**config.mk**
```make
export PLATFORM = sky130hd
export DESIGN_NAME = z80_bus_master_flat
export DESIGN_NICKNAME = d
export VERILOG_FILES = /design/src/rtl/z80_bus_master_if.sv /design/src/rtl/z80_bus_master.sv /design/src/flat_wrapper.sv
export SDC_FILE = /design/constraint.sdc
export NUM_CORES = 1
export LEC_CHECK = 0
export CAP_MARGIN = 10
export CORE_MARGIN = 2
export CORE_UTILIZATION = 30
export DETAILED_ROUTE_END_ITERATION = 8
export GPL_ROUTABILITY_DRIVEN = 0
export MAX_ROUTING_LAYER = met4
export PLACE_DENSITY = 0.53
export SLEW_MARGIN = 20
export SYNTH_ARGS = -nofsm -noshare
export SYNTH_HDL_FRONTEND = slang
export SYNTH_SLANG_ARGS = --single-unit
```
**constraint.sdc**
```tcl
create_clock -name CPUCLK -period 3.4 [get_ports CPUCLK]
set_input_delay 0.51 -clock CPUCLK [delete_from_list [all_inputs] [get_ports CPUCLK]]
set_output_delay 0.51 -clock CPUCLK [all_outputs]
set_load 0.005 [all_outputs]
```
**src/rtl/z80_bus_master_if.sv**
```systemverilog
// Request/response port and Z80 pin group shared by the bus master and its environment.
interface z80_bus_master_if #(
    parameter int AW = 16,
    parameter int DW = 8
);
    logic          req_valid;
    logic          req_ready;
    logic [1:0]    req_kind;
    logic [AW-1:0] req_addr;
    logic [DW-1:0] req_wdata;
    logic          rsp_valid;
    logic          rsp_err;
    logic [DW-1:0] rsp_rdata;
    logic [AW-1:0] A;
    logic [DW-1:0] D_out;
    logic          D_oe;
    logic [DW-1:0] D_in;
    logic          nMREQ;
    logic          nIORQ;
    logic          nRD;
    logic          nWR;
    logic          nWAIT;

    modport master (
        input  req_valid, req_kind, req_addr, req_wdata,
        input  D_in, nWAIT,
        output req_ready, rsp_valid, rsp_err, rsp_rdata,
        output A, D_out, D_oe, nMREQ, nIORQ, nRD, nWR
    );

    modport slave (
        output req_valid, req_kind, req_addr, req_wdata,
        output D_in, nWAIT,
        input  req_ready, rsp_valid, rsp_err, rsp_rdata,
        input  A, D_out, D_oe, nMREQ, nIORQ, nRD, nWR
    );
endinterface

```
**src/rtl/z80_bus_master.sv**
```systemverilog
// Z80-style T1/T2/TW/T3 bus cycle generator driven by a valid/ready request port.
module z80_bus_master #(
    parameter int AW       = 16,
    parameter int DW       = 8,
    parameter int MEM_WAIT = 0,
    parameter int IO_WAIT  = 1,
    parameter int WAIT_MAX = 255
) (
    input logic              CPUCLK,
    input logic              nRESET,
    z80_bus_master_if.master bus
);
    localparam logic [2:0] IDLE = 3'd0;
    localparam logic [2:0] T1   = 3'd1;
    localparam logic [2:0] T2   = 3'd2;
    localparam logic [2:0] TW   = 3'd3;
    localparam logic [2:0] T3   = 3'd4;

    localparam logic [3:0] MW   = 4'(MEM_WAIT);
    localparam logic [3:0] IW   = 4'(IO_WAIT);
    localparam logic [7:0] WMAX = 8'(WAIT_MAX);

    logic [2:0]    state, state_n;
    logic [3:0]    auto_q, auto_n;
    logic [7:0]    ext_q, ext_n;
    logic [1:0]    kind_q, kind_n;
    logic [AW-1:0] addr_q, addr_n;
    logic [DW-1:0] wdata_q, wdata_n;
    logic          timeout;

    logic          rdy;
    logic          rsp_v;
    logic          rsp_e;
    logic [DW-1:0] rdata;
    logic [AW-1:0] a_q;
    logic [DW-1:0] dout;
    logic          oe;
    logic          nmreq;
    logic          niorq;
    logic          nrd;
    logic          nwr;

    logic          hs;
    logic          io;
    logic          wr;
    logic          act;
    logic          mid;

    assign hs = bus.req_valid && rdy;

    always_comb begin
        state_n = state;
        auto_n  = auto_q;
        ext_n   = ext_q;
        kind_n  = kind_q;
        addr_n  = addr_q;
        wdata_n = wdata_q;
        timeout = 1'b0;
        unique case (state)
            IDLE: begin
                if (hs) begin
                    state_n = T1;
                    kind_n  = bus.req_kind;
                    addr_n  = bus.req_addr;
                    wdata_n = bus.req_wdata;
                end
            end
            T1: begin
                state_n = T2;
                auto_n  = kind_q[1] ? IW : MW;
                ext_n   = 8'd0;
            end
            T2: begin
                if (auto_q != 4'd0) begin
                    state_n = TW;
                    auto_n  = auto_q - 4'd1;
                end else if (!bus.nWAIT) begin
                    state_n = TW;
                end else begin
                    state_n = T3;
                end
            end
            TW: begin
                // Auto-waits run out before the external wait line is heeded.
                if (auto_q != 4'd0) begin
                    auto_n = auto_q - 4'd1;
                end else if (bus.nWAIT) begin
                    state_n = T3;
                end else if (ext_q + 8'd1 == WMAX) begin
                    state_n = T3;
                    timeout = 1'b1;
                end else begin
                    ext_n = ext_q + 8'd1;
                end
            end
            T3:      state_n = IDLE;
            default: state_n = IDLE;
        endcase
    end

    assign io  = kind_n[1];
    assign wr  = kind_n[0];
    assign act = (state_n == T1) || (state_n == T2) || (state_n == TW);
    assign mid = (state_n == T2) || (state_n == TW);

    // Pin outputs are registered from the next state so they change cleanly on the edge.
    always_ff @(posedge CPUCLK or negedge nRESET) begin
        if (!nRESET) begin
            state   <= IDLE;
            auto_q  <= 4'd0;
            ext_q   <= 8'd0;
            kind_q  <= 2'd0;
            addr_q  <= '0;
            wdata_q <= '0;
            rdy     <= 1'b0;
            rsp_v   <= 1'b0;
            rsp_e   <= 1'b0;
            rdata   <= '0;
            a_q     <= '0;
            dout    <= '0;
            oe      <= 1'b0;
            nmreq   <= 1'b1;
            niorq   <= 1'b1;
            nrd     <= 1'b1;
            nwr     <= 1'b1;
        end else begin
            state   <= state_n;
            auto_q  <= auto_n;
            ext_q   <= ext_n;
            kind_q  <= kind_n;
            addr_q  <= addr_n;
            wdata_q <= wdata_n;
            rdy     <= (state_n == IDLE);
            rsp_v   <= (state_n == T3);
            rsp_e   <= (state_n == T3) && timeout;
            nmreq   <= !(!io && act);
            niorq   <= !(io && mid);
            nrd     <= !(!wr && (io ? mid : act));
            nwr     <= !(wr && mid);
            oe      <= wr && (act || (state_n == T3));
            if (state_n == T1) begin
                a_q <= addr_n;
                if (wr) dout <= wdata_n;
            end
            if (state_n == T3)
                rdata <= (!kind_q[0] && !timeout) ? bus.D_in : '0;
        end
    end

    assign bus.req_ready = rdy;
    assign bus.rsp_valid = rsp_v;
    assign bus.rsp_err   = rsp_e;
    assign bus.rsp_rdata = rdata;
    assign bus.A         = a_q;
    assign bus.D_out     = dout;
    assign bus.D_oe      = oe;
    assign bus.nMREQ     = nmreq;
    assign bus.nIORQ     = niorq;
    assign bus.nRD       = nrd;
    assign bus.nWR       = nwr;
endmodule

```
**src/flat_wrapper.sv**
```systemverilog
// flat-port wrapper written by rule: the top's interface ports become plain ports
module z80_bus_master_flat 
#(
    parameter int AW       = 16,
    parameter int DW       = 8,
    parameter int MEM_WAIT = 0,
    parameter int IO_WAIT  = 1,
    parameter int WAIT_MAX = 255
)
  (CPUCLK, nRESET, bus_req_valid, bus_req_kind, bus_req_addr, bus_req_wdata, bus_D_in, bus_nWAIT, bus_req_ready, bus_rsp_valid, bus_rsp_err, bus_rsp_rdata, bus_A, bus_D_out, bus_D_oe, bus_nMREQ, bus_nIORQ, bus_nRD, bus_nWR);
  z80_bus_master_if #(.AW(AW), .DW(DW)) bus_i ();
  input logic CPUCLK;
  input logic nRESET;
  input wire logic [$bits(bus_i.req_valid)-1:0] bus_req_valid;
  input wire logic [$bits(bus_i.req_kind)-1:0] bus_req_kind;
  input wire logic [$bits(bus_i.req_addr)-1:0] bus_req_addr;
  input wire logic [$bits(bus_i.req_wdata)-1:0] bus_req_wdata;
  input wire logic [$bits(bus_i.D_in)-1:0] bus_D_in;
  input wire logic [$bits(bus_i.nWAIT)-1:0] bus_nWAIT;
  output wire logic [$bits(bus_i.req_ready)-1:0] bus_req_ready;
  output wire logic [$bits(bus_i.rsp_valid)-1:0] bus_rsp_valid;
  output wire logic [$bits(bus_i.rsp_err)-1:0] bus_rsp_err;
  output wire logic [$bits(bus_i.rsp_rdata)-1:0] bus_rsp_rdata;
  output wire logic [$bits(bus_i.A)-1:0] bus_A;
  output wire logic [$bits(bus_i.D_out)-1:0] bus_D_out;
  output wire logic [$bits(bus_i.D_oe)-1:0] bus_D_oe;
  output wire logic [$bits(bus_i.nMREQ)-1:0] bus_nMREQ;
  output wire logic [$bits(bus_i.nIORQ)-1:0] bus_nIORQ;
  output wire logic [$bits(bus_i.nRD)-1:0] bus_nRD;
  output wire logic [$bits(bus_i.nWR)-1:0] bus_nWR;
  assign bus_i.req_valid = bus_req_valid;
  assign bus_i.req_kind = bus_req_kind;
  assign bus_i.req_addr = bus_req_addr;
  assign bus_i.req_wdata = bus_req_wdata;
  assign bus_i.D_in = bus_D_in;
  assign bus_i.nWAIT = bus_nWAIT;
  assign bus_req_ready = bus_i.req_ready;
  assign bus_rsp_valid = bus_i.rsp_valid;
  assign bus_rsp_err = bus_i.rsp_err;
  assign bus_rsp_rdata = bus_i.rsp_rdata;
  assign bus_A = bus_i.A;
  assign bus_D_out = bus_i.D_out;
  assign bus_D_oe = bus_i.D_oe;
  assign bus_nMREQ = bus_i.nMREQ;
  assign bus_nIORQ = bus_i.nIORQ;
  assign bus_nRD = bus_i.nRD;
  assign bus_nWR = bus_i.nWR;
  z80_bus_master #(.AW(AW), .DW(DW), .MEM_WAIT(MEM_WAIT), .IO_WAIT(IO_WAIT), .WAIT_MAX(WAIT_MAX)) u_core (.CPUCLK(CPUCLK), .nRESET(nRESET), .bus(bus_i));
endmodule
```
==> results.sh, run 1 <==
export IMPL_drc=0
export IMPL_vias=2214
export IMPL_die_area_um2=9780
export IMPL_grt_max_degree=37
export IMPL_cts_tree="done"
export IMPL_cts_buffer_depth=2
export IMPL_die_width_um=98.9
export IMPL_grt_overflow=0
export IMPL_dpl_worst_slack_ns=0.961
export IMPL_finClkSkew_ns=0.00913
export IMPL_p_per_area_nw_per_um2=742
export IMPL_clock_sinks=57
export IMPL_status="completed"
export IMPL_coreArea_um2=8720
export IMPL_drive_above_1_share_pct=13.8
export IMPL_grt_antenna_before_repair=0
export IMPL_required_ns=3.62
export IMPL_synth_edf_count=0
export IMPL_holdBufCountCts=0
export IMPL_period_minus_slack_ns=2.38
export IMPL_ir_drop_mv=0.343
export IMPL_htreeDepth=3
export IMPL_insertion_delay_ns=0.34
export IMPL_hold_path_class="in -> async"
export IMPL_vias_per_cell=4.84
export IMPL_fillers=880
export IMPL_synth_warnings=0
export IMPL_ys_flop_type="dfrtp_1"
export IMPL_ys_types=51
export IMPL_instances_no_fill=457
export IMPL_worst_pin_slew_ns=0.636
export IMPL_post_cts_resized=0
export IMPL_synth_area_per_cell_um2=10.2
export IMPL_critPathArrivalTime_ns=2.60
export IMPL_synth_async_reset_ratio_pct=100
export IMPL_rows=34
export IMPL_root_buffer="clkbuf_8"
export IMPL_syn_inst=265
export IMPL_drt_total_wl_um=6920
export IMPL_drv_slew=0
export IMPL_place_port_buffers=77
export IMPL_first_iter_violations=116
export IMPL_postPlaceCellArea_um2=3570
export IMPL_cap_violations=0
export IMPL_critical_path_class="reg -> reg"
export IMPL_dieHeight_um=98.9
export IMPL_area_growth_syn_to_layout_pct=38.9
export IMPL_fin_tns_setup_ns=0
export IMPL_fin_ws_ns=1.02
export IMPL_max_slew_margin_rel_pct=57.6
export IMPL_rsz0062_at_grt="no"
export IMPL_first_pass_iters=4
export IMPL_register_area_um2=1430
export IMPL_hold_violations=0
export IMPL_cp_end_kind="flop"
export IMPL_cts_setup_buffers=0
export IMPL_boundaryPins=78
export IMPL_grt_pass1_wl_um=11500
export IMPL_fin_util_pct=43.0
export IMPL_synth_yosys_seq_area_share_pct=53.0
export IMPL_syn_cell_area_um2=2700
export IMPL_fmax_ghz=0.420
export IMPL_finalNetCount=385
export IMPL_crit_fanout=14
export IMPL_ys_ff_latch=57
export IMPL_numCtsBuffers=9
export IMPL_grt_pass1_vias=2338
export IMPL_fin_area_um2=3750
export IMPL_grtUsageTotal_pct=15.2
export IMPL_synth_fp_nets=306
export IMPL_avgRoutedWirePerCell_um=15.2
export IMPL_final_antenna_net_count=0
export IMPL_dp_hpwl_um=4760
export IMPL_finalSetupViolCount=0
export IMPL_start_kind="flop"
export IMPL_multi_input_area_um2=1160
export IMPL_path_clk_slew_ns=0.07
export IMPL_antenna_cells=0
export IMPL_initial_utilization_pct=31.0
export IMPL_total_power_mw=2.78
export IMPL_post_route_period_util_pct=70.0
export IMPL_total_leakage_power_nw=1.71
export IMPL_placed_cells=441
export IMPL_holdWs_ns=0.140
==> synthesized netlist by cell type, types with 2 or more instances <==
cell	count	share of area, %
nand3b_1	3	0.83
o21ai_0	6	1.1
or2_2	3	0.70
o21ai_1	3	0.56
and3b_1	2	0.65
nand4b_1	2	0.65
o31ai_1	5	1.4
and2_1	3	0.70
nor2_1	8	1.1
a221o_1	2	0.74
a21oi_1	5	0.93
a21boi_0	2	0.56
dfrtp_1	53	49
nor4_1	2	0.46
nand2_1	62	8.6
ha_1	3	1.4
or3_1	3	0.70
mux2_2	17	7.1
nor3_1	4	0.74
nand2b_1	3	0.70
a211oi_1	10	2.8
dfstp_2	4	3.9
nand3_1	3	0.56
a22o_1	2	0.65
a211o_1	4	1.3
inv_1	15	2.1
clkbuf_1	12	1.7
==> state kept, by name, summed over array words and instances, names as in the netlist, 2 cells and up <==
name	flops
u_core.auto_q	4
u_core.bus.A	16
u_core.bus.D_out	8
u_core.state	3
u_core.kind_q	2
u_core.bus.rsp_rdata	8
u_core.ext_q	8
==> final cells by class <==
| type | instances | area share [%] |
|---|---|---|
| multi-input combinational | 180 | 30.8 |
| clock buffer | 13 | 4.24 |
| timing repair buffer | 81 | 21.2 |
| inverter | 15 | 1.50 |
| sequential | 57 | 38.2 |
| tap | 108 | 3.60 |
| clock inverter | 3 | 0.467 |
==> routing by layer <==
layer / GRT usage [%] / up-vias / wire length [µm]
met2: 21.8 / 60 / 3060
met5: - / - / 0
met3: 5.32 / 8 / 414
met4: 5.06 / 0 / 81
li1: - / 1085 / -
met1: 20.1 / 1061 / 3370
==> worst paths after layout <==
path | start | to | slack (ns) | cells past startpoint
setup / recovery | u_core.ext_q[1] | u_core.bus.rsp_rdata[4] | 1.02 | 6
hold / removal | nRESET | u_core.auto_q[2] | 0.14 | 1
setup reg to reg | u_core.ext_q[1] | u_core.bus.rsp_rdata[4] | 1.02 | 6
hold reg to reg | u_core.bus.A[0] | u_core.bus.A[0] | 0.47 | 2
max in group asynchronous | nRESET | u_core.bus.nWR | 2.39 | 2
min in group CPUCLK | u_core.bus.A[0] | u_core.bus.A[0] | 0.47 | 2
==> placed cells by master, fill, tap and decap left out, drive strengths merged, types with 2 or more instances in the layout <==
master,instances
nor4,2
inv,15
dfrtp,53
or3,4
nand2,62
nand3b,3
nand4b,2
a211o,4
a21oi,6
a221o,2
buf,5
a21boi,2
nor2,8
nand2b,3
clkbuf,13
o31ai,5
o21ai,9
dfstp,4
and2,3
clkdlybuf4s50,76
nor3,4
nand3,4
or2,3
a221oi,2
clkinv,2
and3b,2
a22o,2
a211oi,10
ha,3
mux2,17
==> worst max-delay path, cell delays in order (launching register included) <==
cell and delay [ns]:
dfrtp_1 0.45, ha_1 0.27, and3_1 0.20, mux2_2 0.38, a221oi_4 0.52, a211oi_1 0.15
mux2_2 0.30
==> cell families (layout without fill, tap and decap cells) <==
group,count (synthesis),in the layout,synth area share (%)
AOI/OAI and AO/OA,54,54,15.5
and+or+nand+nor,105,105,18.5
xor gates and xnor gates,1,1,0.324
adders and majority gates,3,3,1.39
buffers and inverters,28,112,4.17
DFF,57,57,53.0
muxes,17,17,7.09
==> report_power, final <==
group / internal (mW) / total [mW] / switching, mW
Combinational: 0.617 / 1.08 / 0.460
Sequential: 0.929 / 1.13 / 0.198
Clock: 0.302 / 0.580 / 0.277
(Power assumes the default switching activity.)
==> run 2, diff against run 1 <==
- clock period: 3.4 -> 2.35 ns (I/O delays scaled with it)
==> results.sh, run 2 (synthesis results as in run 1) <==
export IMPL_status="finished, violations left"
export IMPL_violations="negative hold slack"
export IMPL_cp_top_family="multiplexers"
export IMPL_rows=34
export IMPL_vias=2246
export IMPL_vias_per_cell=4.86
export IMPL_path_buf_inv=1
export IMPL_required_ns=2.58
export IMPL_cts_setup_buffers=0
export IMPL_fin_area_um2=3860
export IMPL_finClkSkew_ns=0.00613
export IMPL_first_iter_violations=94
export IMPL_grt_pass1_vias=2321
export IMPL_rsz0062_at_grt="no"
export IMPL_path_depth=7
export IMPL_fin_ws_ns=0.127
export IMPL_cp_end_kind="flop"
export IMPL_power_share_switching_pct=32.5
export IMPL_seq_power_share_pct=37.6
export IMPL_finalSetupViolCount=0
export IMPL_critical_path_class="reg -> reg"
export IMPL_ff2ff_setup_slack_ns=0.13
export IMPL_register_area_um2=1430
export IMPL_dieHeight_um=98.9
export IMPL_max_slew_margin_rel_pct=63.1
export IMPL_final_antenna_net_count=0
export IMPL_cts_buffer_depth=2
export IMPL_drc=0
export IMPL_crit_fanout=14
export IMPL_start_kind="flop"
export IMPL_slowest_stage="dfrtp_1"
export IMPL_grt_overflow=0
export IMPL_drt_total_wl_um=6950
export IMPL_combinationalPowerShare_pct=37.7
export IMPL_worst_pin_slew_ns=0.553
export IMPL_multi_input_area_um2=1170
export IMPL_drive_above_1_share_pct=15.8
export IMPL_area_growth_syn_to_layout_pct=43.0
export IMPL_grt_antenna_before_repair=0
export IMPL_drv_slew=0
export IMPL_fin_util_pct=44.3
export IMPL_insertion_delay_ns=0.34
export IMPL_rr_worst_depth=7
export IMPL_p_int_mw=2.89
export IMPL_finalNetCount=390
export IMPL_place_port_buffers=77
export IMPL_largest_reg_flops=16
export IMPL_coreArea_um2=8720
export IMPL_layout_common_cells="76 x clkdlybuf4s50_1, 62 x nand2_1, 53 x dfrtp_1"
export IMPL_fin_tns_setup_ns=0
export IMPL_htreeDepth=3
export IMPL_critPathArrivalTime_ns=2.45
export IMPL_p_per_area_nw_per_um2=1110
export IMPL_fillers=833
export IMPL_cap_violations=0
export IMPL_numCtsBuffers=9
export IMPL_first_pass_iters=4
export IMPL_power_switching_mw=1.39
export IMPL_avgRoutedWirePerCell_um=15.0
export IMPL_final_common_cell="clkdlybuf4s50_1"
export IMPL_ir_drop_mv=0.441
export IMPL_grtUsageTotal_pct=15.0
export IMPL_holdWs_ns=-0.00735
export IMPL_cts_tree="done"
export IMPL_dp_hpwl_um=4810
export IMPL_die_area_um2=9780
export IMPL_grt_max_degree=36
export IMPL_boundaryPins=78
export IMPL_fmax_ghz=0.450
export IMPL_hold_path_class="in -> async"
export IMPL_postPlaceCellArea_um2=3620
export IMPL_path_clk_slew_ns=0.07
export IMPL_root_buffer="clkbuf_8"
export IMPL_initial_utilization_pct=31.0
export IMPL_clkPwrFrac_pct=24.7
export IMPL_die_width_um=98.9
export IMPL_period_minus_slack_ns=2.22
export IMPL_grt_pass1_wl_um=11300
export IMPL_clock_sinks=57
export IMPL_total_leakage_power_nw=1.76
export IMPL_total_power_mw=4.28
export IMPL_antenna_cells=0
export IMPL_crit_chain="ha_2 > and3_1 > mux2_2 > a221oi_4 > buf_4 > a211oi_1 > mux2_2"
export IMPL_hold_violations=15
export IMPL_crit_path_frequent_cell="mux2_2"
export IMPL_post_route_period_util_pct=94.6
export IMPL_slowest_delay_ns=0.47
export IMPL_dpl_worst_slack_ns=0.0159
run 2: layout make-up:
cell class	count	share of cell area [%]
inverters	15	1.46
well taps	108	3.50
clock buffers	10	3.56
multi-input cells	180	30.2
clock inverters	6	2.30
flip-flops and latches	57	37.1
repair buffers	86	21.9
run 2: power by group through the flow:
stage          clock (mW)  combinational, mW  sequential (mW)
4_1_cts              1.09               1.64             1.61
3_5_place_dp            0               1.63             1.62
3_3_place_gp            0               1.60             1.62
2_1_floorplan           0              0.809             1.57
6_report             1.06               1.62             1.61
5_1_grt              1.12               1.78             1.66
run 2: metal layers:
layer  up-vias  GRT usage [%]  wire length [µm]
met3         6           5.18               523
met4         0           6.95                83
met5         -              -                 0
li1       1096              -                 -
met2        75           21.2              3160
met1      1069           19.3              3180
run 2: worst paths after layout:
kind / end / from
worst min register to register: u_core.bus.A[9] / u_core.bus.A[9]
max in group asynchronous: u_core.bus.nMREQ / nRESET
worst min-delay path: u_core.bus.A[15] / nRESET
worst max-delay path: u_core.bus.rsp_rdata[5] / u_core.ext_q[1]
min in group CPUCLK: u_core.bus.A[9] / u_core.bus.A[9]
worst max register to register: u_core.bus.rsp_rdata[5] / u_core.ext_q[1]
run 2: through the flow:
| step | cells | hold slack (ns) |
|---|---|---|
| finish | 462 | -0.00735 |
| global route | 462 | 0.0270 |
| CTS | 462 | 0.00426 |
| detailed placement | 446 | 0.380 |
| global placement | 446 | 0.373 |
| floorplan | 265 | 0.0569 |
run 2: what timing repair did:
action                                  in CTS  in global routing
hold buffers                                 0                  0
gates resized for setup                      0                  2
endpoints found under the setup margin       0                  8
==> run 3, diff against run 2 <==
- HOLD_SLACK_MARGIN: unset -> 0.02
==> results.sh, run 3 (synthesis results as in run 1) <==
export IMPL_root_buffer="clkbuf_8"
export IMPL_drt_total_wl_um=6960
export IMPL_finalNetCount=391
export IMPL_dieHeight_um=98.9
export IMPL_crit_fanout=14
export IMPL_ir_drop_mv=0.441
export IMPL_path_clk_slew_ns=0.07
export IMPL_drv_slew=0
export IMPL_p_per_area_nw_per_um2=1110
export IMPL_dp_hpwl_um=4810
export IMPL_insertion_delay_ns=0.34
export IMPL_boundaryPins=78
export IMPL_grtUsageTotal_pct=15.1
export IMPL_holdWs_ns=0.475
export IMPL_coreArea_um2=8720
export IMPL_grt_antenna_before_repair=0
export IMPL_post_route_period_util_pct=94.4
export IMPL_vias_per_cell=4.88
export IMPL_fillers=832
export IMPL_grt_pass1_vias=2335
export IMPL_placed_cells=446
export IMPL_power_share_switching_pct=32.5
export IMPL_final_common_cell="clkdlybuf4s50_1"
export IMPL_first_pass_iters=4
export IMPL_grt_pass1_wl_um=11400
export IMPL_clock_sinks=57
export IMPL_critPathArrivalTime_ns=2.44
export IMPL_total_leakage_power_nw=1.76
export IMPL_worst_pin_slew_ns=0.555
export IMPL_seq_power_share_pct=37.6
export IMPL_rsz0062_at_grt="no"
export IMPL_htreeDepth=3
export IMPL_drc=0
export IMPL_initial_utilization_pct=31.0
export IMPL_clkPwrFrac_pct=24.7
export IMPL_fmax_ghz=0.451
export IMPL_layout_common_cells="76 x clkdlybuf4s50_1, 62 x nand2_1, 53 x dfrtp_1"
export IMPL_cp_end_kind="flop"
export IMPL_rr_worst_depth=7
export IMPL_finalSetupViolCount=0
export IMPL_power_switching_mw=1.39
export IMPL_numCtsBuffers=9
export IMPL_status="completed"
export IMPL_die_width_um=98.9
export IMPL_vias=2261
export IMPL_first_iter_violations=105
export IMPL_die_area_um2=9780
export IMPL_grt_overflow=0
export IMPL_largest_reg_flops=16
export IMPL_total_power_mw=4.28
export IMPL_p_int_mw=2.89
export IMPL_period_minus_slack_ns=2.22
export IMPL_grt_max_degree=36
export IMPL_hold_violations=0
export IMPL_start_kind="flop"
export IMPL_cts_buffer_depth=2
export IMPL_max_slew_margin_rel_pct=63.0
export IMPL_required_ns=2.57
export IMPL_rows=34
export IMPL_avgRoutedWirePerCell_um=15.0
export IMPL_finClkSkew_ns=0.00613
export IMPL_place_port_buffers=77
export IMPL_fin_tns_setup_ns=0
export IMPL_drive_above_1_share_pct=15.8
export IMPL_cts_tree="done"
export IMPL_hold_path_class="reg -> reg"
export IMPL_combinationalPowerShare_pct=37.7
export IMPL_cap_violations=0
export IMPL_antenna_cells=0
export IMPL_critical_path_class="reg -> reg"
export IMPL_min_path_cells=2
export IMPL_final_antenna_net_count=0
export IMPL_instances_no_fill=463
export IMPL_area_growth_syn_to_layout_pct=43.4
[run 3: changes by cell type in the layout (fill, tap and decap cells not counted)]
cell           before  now
dlygate4sd3_1       0    1
[run 3: metrics by stage]
step	cell area (µm²)	setup WS (ns)	utilization (%)
floorplan	2700	0.298	-
global placement	3620	0.145	41.6
detailed placement	3620	0.0159	41.6
CTS	3860	0.000373	44.3
global route	3870	0.0150	44.4
finish	3870	0.131	44.4
[run 3: worst paths after layout]
path                                                end  slack, ns            start
max in group asynchronous              u_core.bus.nMREQ       1.16           nRESET
min in group asynchronous              u_core.bus.A[15]       0.54           nRESET
worst max register to register  u_core.bus.rsp_rdata[5]       0.13  u_core.ext_q[1]
worst max-delay path            u_core.bus.rsp_rdata[5]       0.13  u_core.ext_q[1]
worst min-delay path                    u_core.bus.A[9]       0.48  u_core.bus.A[9]
worst min register to register          u_core.bus.A[9]       0.48  u_core.bus.A[9]
[run 3: layout make-up]
class	count	area, µm²	share of cell area (%)
multi-input cells	180	1170	30.1
clock buffers	10	138	3.56
repair buffers	87	856	22.1
flip-flops and latches	57	1430	37.0
inverters	15	56.3	1.45
well taps	108	135	3.49
clock inverters	6	88.8	2.29
[run 3: timing repair]
item / in CTS / in global routing
setup endpoints to repair: 0 / 8
buffers inserted: 0 / 0
hold endpoints to repair: 22 / 0
hold buffers: 1 / 0
resized for setup: 0 / 2
[run 3: power by group through the flow]
stage / Clock, mW / Combinational, mW / Sequential, mW
after global routing: 1.12 / 1.78 / 1.66
after floorplan: 0 / 0.809 / 1.57
final: 1.06 / 1.62 / 1.61
after global placement: 0 / 1.60 / 1.62
after CTS: 1.09 / 1.64 / 1.61
after detailed placement: 0 / 1.63 / 1.62
[run 3: per-layer routing]
| metal | track usage, % | share of wire (%) | up-vias |
|---|---|---|---|
| met5 | - | 0 | - |
| met4 | 6.95 | 1.2 | 0 |
| met1 | 19.3 | 45 | 1082 |
| li1 | - | - | 1098 |
| met2 | 21.4 | 46 | 75 |
| met3 | 5.18 | 7.6 | 6 |
[run 3: critical path: stages, from the launching register on]
cell and delay [ns]:
dfrtp_1 0.47, ha_2 0.27, and3_1 0.19, mux2_2 0.38
a221oi_4 0.18, buf_4 0.25, a211oi_1 0.10, mux2_2 0.27
